===== config.mk =====
export PLATFORM = sky130hd
export DESIGN_NAME = score_keeper
export DESIGN_NICKNAME = d
export VERILOG_FILES = /design/src/rtl/score_keeper.sv
export SDC_FILE = /design/constraint.sdc
export NUM_CORES = 1
export LEC_CHECK = 0
export CORE_MARGIN = 2
export CORE_UTILIZATION = 50
export DETAILED_ROUTE_END_ITERATION = 8
export HOLD_SLACK_MARGIN = 0.15
export PLACE_DENSITY = 0.72
export SLEW_MARGIN = 20
export SYNTH_ARGS = -nofsm -noshare
export SYNTH_HDL_FRONTEND = slang
export SYNTH_SLANG_ARGS = --single-unit

===== constraint.sdc =====
create_clock -name CLOCK_50 -period 4.8 [get_ports CLOCK_50]
set_clock_uncertainty 0.05 [all_clocks]
set_input_delay 0.72 -clock CLOCK_50 [delete_from_list [all_inputs] [get_ports CLOCK_50]]
set_output_delay 0.72 -clock CLOCK_50 [all_outputs]
set_load 0.05 [all_outputs]

===== src/rtl/score_keeper.sv =====
// score_keeper: scores one play round from hit/miss pulses with a combo
// multiplier, freezes the score on game_over and keeps a session high score.
// Current score goes to HEX1/HEX0 and high score to HEX3/HEX2 (active low).
module score_keeper #(
  parameter int unsigned COMBO_STEP = 4,
  parameter int unsigned MAX_MULT   = 3,
  parameter int unsigned MAX_SCORE  = 99
) (
  input  logic       CLOCK_50,
  input  logic       reset,
  input  logic       start,
  input  logic       hit,
  input  logic       miss,
  input  logic       game_over,
  output logic [6:0] score,
  output logic [6:0] high_score,
  output logic [3:0] combo,
  output logic [2:0] multiplier,
  output logic       playing,
  output logic       new_record,
  output logic [6:0] HEX0,
  output logic [6:0] HEX1,
  output logic [6:0] HEX2,
  output logic [6:0] HEX3
);

  localparam int unsigned SCORE_W = 7;
  localparam int unsigned COMBO_W = 4;
  localparam int unsigned MULT_W  = 3;
  localparam int unsigned SEG_W   = 7;
  localparam logic [SEG_W-1:0] SEG_ZERO = 7'b1000000;
  localparam logic [COMBO_W-1:0] COMBO_MAX = 4'd15;

  typedef enum logic [1:0] {
    ST_IDLE    = 2'd0,
    ST_PLAYING = 2'd1,
    ST_DONE    = 2'd2
  } state_t;

  state_t               state_q, state_d;
  logic                 start_q, hit_q, miss_q;
  logic [SCORE_W-1:0]   score_q, score_d;
  logic [SCORE_W-1:0]   high_q, high_d;
  logic [COMBO_W-1:0]   combo_q, combo_d;
  logic                 playing_q, playing_d;
  logic                 new_record_q, new_record_d;
  logic [SEG_W-1:0]     hex0_q, hex1_q, hex2_q, hex3_q;

  logic                 start_edge, hit_edge, miss_edge;
  logic [31:0]          mult_raw;
  logic [MULT_W-1:0]    mult;
  logic [31:0]          score_sum;
  logic [SCORE_W-1:0]   score_hit;
  logic [SCORE_W-1:0]   s_tens, s_ones, h_tens, h_ones;

  // Active-low 7-segment pattern for a decimal digit (gfedcba order).
  function automatic logic [SEG_W-1:0] seg7(input logic [3:0] d);
    case (d)
      4'd0:    seg7 = 7'b1000000;
      4'd1:    seg7 = 7'b1111001;
      4'd2:    seg7 = 7'b0100100;
      4'd3:    seg7 = 7'b0110000;
      4'd4:    seg7 = 7'b0011001;
      4'd5:    seg7 = 7'b0010010;
      4'd6:    seg7 = 7'b0000010;
      4'd7:    seg7 = 7'b1111000;
      4'd8:    seg7 = 7'b0000000;
      4'd9:    seg7 = 7'b0010000;
      default: seg7 = 7'b1111111;
    endcase
  endfunction

  assign start_edge = start & ~start_q;
  assign hit_edge   = hit & ~hit_q;
  assign miss_edge  = miss & ~miss_q;

  // Points for the next hit: one step per COMBO_STEP hits, capped.
  assign mult_raw = 32'd1 + (32'(combo_q) / COMBO_STEP);
  assign mult     = (mult_raw > MAX_MULT) ? MULT_W'(MAX_MULT) : MULT_W'(mult_raw);

  // Saturating score after a hit.
  assign score_sum = 32'(score_q) + 32'(mult);
  assign score_hit = (score_sum > MAX_SCORE) ? SCORE_W'(MAX_SCORE) : SCORE_W'(score_sum);

  assign s_tens = score_q / 7'd10;
  assign s_ones = score_q % 7'd10;
  assign h_tens = high_q / 7'd10;
  assign h_ones = high_q % 7'd10;

  // Previous-level registers used for rising-edge detection.
  always_ff @(posedge CLOCK_50 or posedge reset) begin
    if (reset) begin
      start_q <= 1'b0;
      hit_q   <= 1'b0;
      miss_q  <= 1'b0;
    end else begin
      start_q <= start;
      hit_q   <= hit;
      miss_q  <= miss;
    end
  end

  // State and scoring registers.
  always_ff @(posedge CLOCK_50 or posedge reset) begin
    if (reset) begin
      state_q      <= ST_IDLE;
      score_q      <= '0;
      high_q       <= '0;
      combo_q      <= '0;
      playing_q    <= 1'b0;
      new_record_q <= 1'b0;
    end else begin
      state_q      <= state_d;
      score_q      <= score_d;
      high_q       <= high_d;
      combo_q      <= combo_d;
      playing_q    <= playing_d;
      new_record_q <= new_record_d;
    end
  end

  // Next-state and scoring decisions.
  always_comb begin
    state_d      = state_q;
    score_d      = score_q;
    high_d       = high_q;
    combo_d      = combo_q;
    playing_d    = playing_q;
    new_record_d = new_record_q;
    case (state_q)
      ST_IDLE, ST_DONE: begin
        if (start_edge && !game_over) begin
          state_d      = ST_PLAYING;
          score_d      = '0;
          combo_d      = '0;
          new_record_d = 1'b0;
          playing_d    = 1'b1;
        end
      end
      ST_PLAYING: begin
        if (game_over) begin
          state_d   = ST_DONE;
          playing_d = 1'b0;
          if (score_q > high_q) begin
            high_d       = score_q;
            new_record_d = 1'b1;
          end
        end else if (miss_edge) begin
          combo_d = '0;
        end else if (hit_edge) begin
          score_d = score_hit;
          combo_d = (combo_q == COMBO_MAX) ? COMBO_MAX : combo_q + 4'd1;
        end
      end
      default: begin
        state_d = ST_IDLE;
      end
    endcase
  end

  // Display registers, one cycle behind the binary values.
  always_ff @(posedge CLOCK_50 or posedge reset) begin
    if (reset) begin
      hex0_q <= SEG_ZERO;
      hex1_q <= SEG_ZERO;
      hex2_q <= SEG_ZERO;
      hex3_q <= SEG_ZERO;
    end else begin
      hex0_q <= seg7(4'(s_ones));
      hex1_q <= seg7(4'(s_tens));
      hex2_q <= seg7(4'(h_ones));
      hex3_q <= seg7(4'(h_tens));
    end
  end

  assign score      = score_q;
  assign high_score = high_q;
  assign combo      = combo_q;
  assign multiplier = mult;
  assign playing    = playing_q;
  assign new_record = new_record_q;
  assign HEX0       = hex0_q;
  assign HEX1       = hex1_q;
  assign HEX2       = hex2_q;
  assign HEX3       = hex3_q;

endmodule

==> results_dict.tcl <==
set metrics [dict create \
    maxCapViolCount 0 \
    p_int_mw 0.678 \
    worstMarginPinSlew_ps 806 \
    seq_area_frac_synth_pct 32.1 \
    max_stage_delay_ps 560 \
    clockBufferDepth 2 \
    cts.sinks 53 \
    post-route-period-util_pct 88.7 \
    yosysWarningCount 0 \
    synth_area_per_cell_um2 8.92 \
    cp-start-kind "register" \
    nNetsFinal 552 \
    fin_tns_setup_ps 0 \
    grt_max_degree 54 \
    hold_depth 1 \
    slew_violations 0 \
    ys_ff_latch 53 \
    num_rows 33 \
    ios 57 \
    fin_cells 618 \
    power_density_nw_per_um2 194 \
    gp_congestion 0.898 \
    area_growth_pct 17.7 \
    synth.top_cells.by_area "dfrtp_1, ha_1, a21oi_1" \
    power_frac_seq_pct 50.1 \
    synth_top_area_share_pct 29.6 \
    antenna_found_initial 0 \
    worstPathArrival_ps 4450 \
    cts.hold.buffers_added 0 \
    die_area_um2 9040 \
    clkPwrFrac_pct 32.0 \
    crit_required_ps 4990 \
    cts_buffers 5 \
    cts_setup_buffers 0 \
    slew_headroom_pct 45.9 \
    synth-async-reset-ratio_pct 100 \
    post-dp-hpwl_mm 6.70 \
    synth_cell_types 79 \
    utilization_pct 60.1 \
    critPathTopFamily "compound AO/OA/AOI/OAI gates" \
    syn_inst 465 \
    wl_per_cell_um 15.3 \
    drc 0 \
    diodes 0 \
    cts-root-buf "clkbuf_8" \
    status "finished, final reports clean" \
    synth_top_cells_by_count "dfrtp_1, a21oi_1, ha_1, nor2_1" \
    ant_nets 0 \
    crit_fanout 14 \
    crit_start "high_score[3]" \
    grt_pass1_vias 3412 \
    holdPathEnd "playing" \
    synth_ff_type "dfrtp_1" \
    min_path_type "reg2reg" \
    r2r_end "HEX2[5]" \
    finalSetupViolCount 0 \
    dp_cells 610 \
    r2r_start "high_score[3]" \
    htree_levels 2 \
    p_switching_mw 0.271 \
    reg2regPathDepth 16 \
    gr-usage-all-layers_pct 21.9 \
    peakVddDrop_v 0.000151 \
    vias_per_cell 5.88 \
    cts_resized 0 \
    start_util_pct 51.0 \
    grt_pass1_wl_mm 15.9 \
    swShare_pct 28.5 \
    layout-drive-gt1-share_pct 8.97 \
    core_area_um2 8130 \
    rrSetupSlack_ps 540 \
    insertion_delay_ps 310 \
    crit_chain "nand2b_1 > xnor2_1 > a211o_2 > inv_4 > ha_1 > a21bo_1 > a32o_1 > o21a_1 > a211o_4 > nor2_8 > xnor2_1 > inv_2 > ha_1 > o21ai_0 > mux2i_1 > o21ai_1" \
    cts.clk_slew.worst_paths_ps 100 \
    hold_viol_final 0 \
    globalRouteOverflowTotal 0 \
    rsz0062_at_grt "no" \
    path_buf_inv 2 \
    firstDrtPassIters 5 \
    hold_slack_ps 454 \
    endpoint_kind "register" \
    cts_tree "built" \
    combPwrFrac_pct 18.0 \
    synth-edff-count 0 \
    yosysMostFrequentCell "dfrtp_1" \
    wl_mm 9.45 \
    yosysTopAreaCell "dfrtp_1" \
    hp-start "state_q[0]" \
    die_width_um 95.1 \
    critPathKind "reg2reg" \
    power_leakage_nw 2.09 \
    syn_area_um2 4150 \
    fmax_mhz 235 \
    die_h_um 95.1 \
    min_period_ps 4260 \
    routed-via-count 3635 \
    port_buffers 55 \
    cp_slowest_cell "dfrtp_1" \
    drt_first_iter_violations 134 \
]
[through the flow]
step / instance area [um2] / setup slack (ps) / total power [mW]
2_1_floorplan: 4150 / 830 / 0.602
3_3_place_gp: 4780 / 751 / 0.650
3_5_place_dp: 4780 / 609 / 0.654
4_1_cts: 4880 / 589 / 0.960
5_1_grt: 4880 / 266 / 0.990
6_report: 4880 / 544 / 0.949
[kinds of logic after synthesis]
group                    count (synthesis)  synth area share [%]
AO/OA/AOI/OAI                          155                  26.4
flip-flops                              53                  32.1
AND/OR/NAND/NOR                        139                  19.1
adder cells (fa/ha/maj)                 34                  10.4
multiplexers                            14                  3.50
buffers and inverters                   58                  6.15
other                                    1                0.0904
XOR/XNOR                                11                  2.32
[cells in the final DEF, fill, tap and decap left out, types with 4 or more instances in the layout]
cell type        Yosys  final
o21ai_1              4      4
nor2_1              33     33
nand3b_1             6      6
inv_2                3      4
mux2_2               4      4
a31oi_1              9      9
xnor2_1              8      8
o21ai_0             28     28
inv_1               28     27
o211ai_1             4      4
mux2i_1             10     10
dfrtp_1             49     49
o22ai_1              5      5
buf_4                4     10
a22oi_1              6      6
nand2b_1             8      8
nor3_1              10     10
a21o_1              11     11
ha_1                33     33
nand2_1             25     25
dfstp_2              4      4
nand3_1              8      8
clkdlybuf4s50_1      0     55
nor2b_1             12     12
and2_1               4      4
a211oi_1             8      8
nor3b_1              5      5
a21oi_1             33     33
o21a_1               7      7
nor4b_1              5      5
clkbuf_8             0      5
[power by group through the flow]
stage	Combinational [mW]	Sequential [mW]	Clock, mW
6_report	0.170	0.475	0.303
5_1_grt	0.187	0.478	0.325
4_1_cts	0.171	0.476	0.313
3_5_place_dp	0.170	0.484	0
3_3_place_gp	0.167	0.484	0
2_1_floorplan	0.0737	0.528	0
[worst reg2reg max path, cell delays in order, from the launching register on]
cell	delay [ps]
dfrtp_1	560
nand2b_1	310
xnor2_1	160
a211o_2	390
inv_4	110
ha_1	390
a21bo_1	270
a32o_1	250
o21a_1	230
a211o_4	320
nor2_8	200
xnor2_1	220
inv_2	90
ha_1	220
o21ai_0	200
mux2i_1	100
o21ai_1	120
[layout make-up]
cell class              count  area [um2]
clock buffers               6        72.6
clock inverters             2        35.0
fillers                   719        3250
inverters                  32         123
multi-input cells         355        2570
flip-flops and latches     53        1330
well taps                 105         131
repair buffers             65         626
[state kept, by name, summed over array words and instances (netlist names), 2 cells and up]
signal,count
HEX0,7
state_q,2
HEX1,7
HEX3,7
high_score,7
combo,4
score,7
HEX2,7
[worst max path at each step]
| stage | to | slack [ps] | depth (start not counted) |
|---|---|---|---|
| after detailed placement | HEX2[0] | 610 | 16 |
| final | HEX2[5] | 540 | 16 |
| after CTS | HEX2[0] | 590 | 16 |
| after global routing | HEX2[5] | 270 | 16 |
| after floorplan | HEX2[0] | 830 | 19 |
| after global placement | HEX2[3] | 750 | 16 |
[layer usage]
metal	up-vias	part of all wire (%)	wire, um	GRT usage, %
met5	-	0	0	0
met4	0	1.5	137	5.92
met3	14	3.5	332	3.40
met2	80	50	4770	37.9
met1	1752	45	4210	28.3
li1	1789	-	-	-
(Power assumes the default switching activity.)
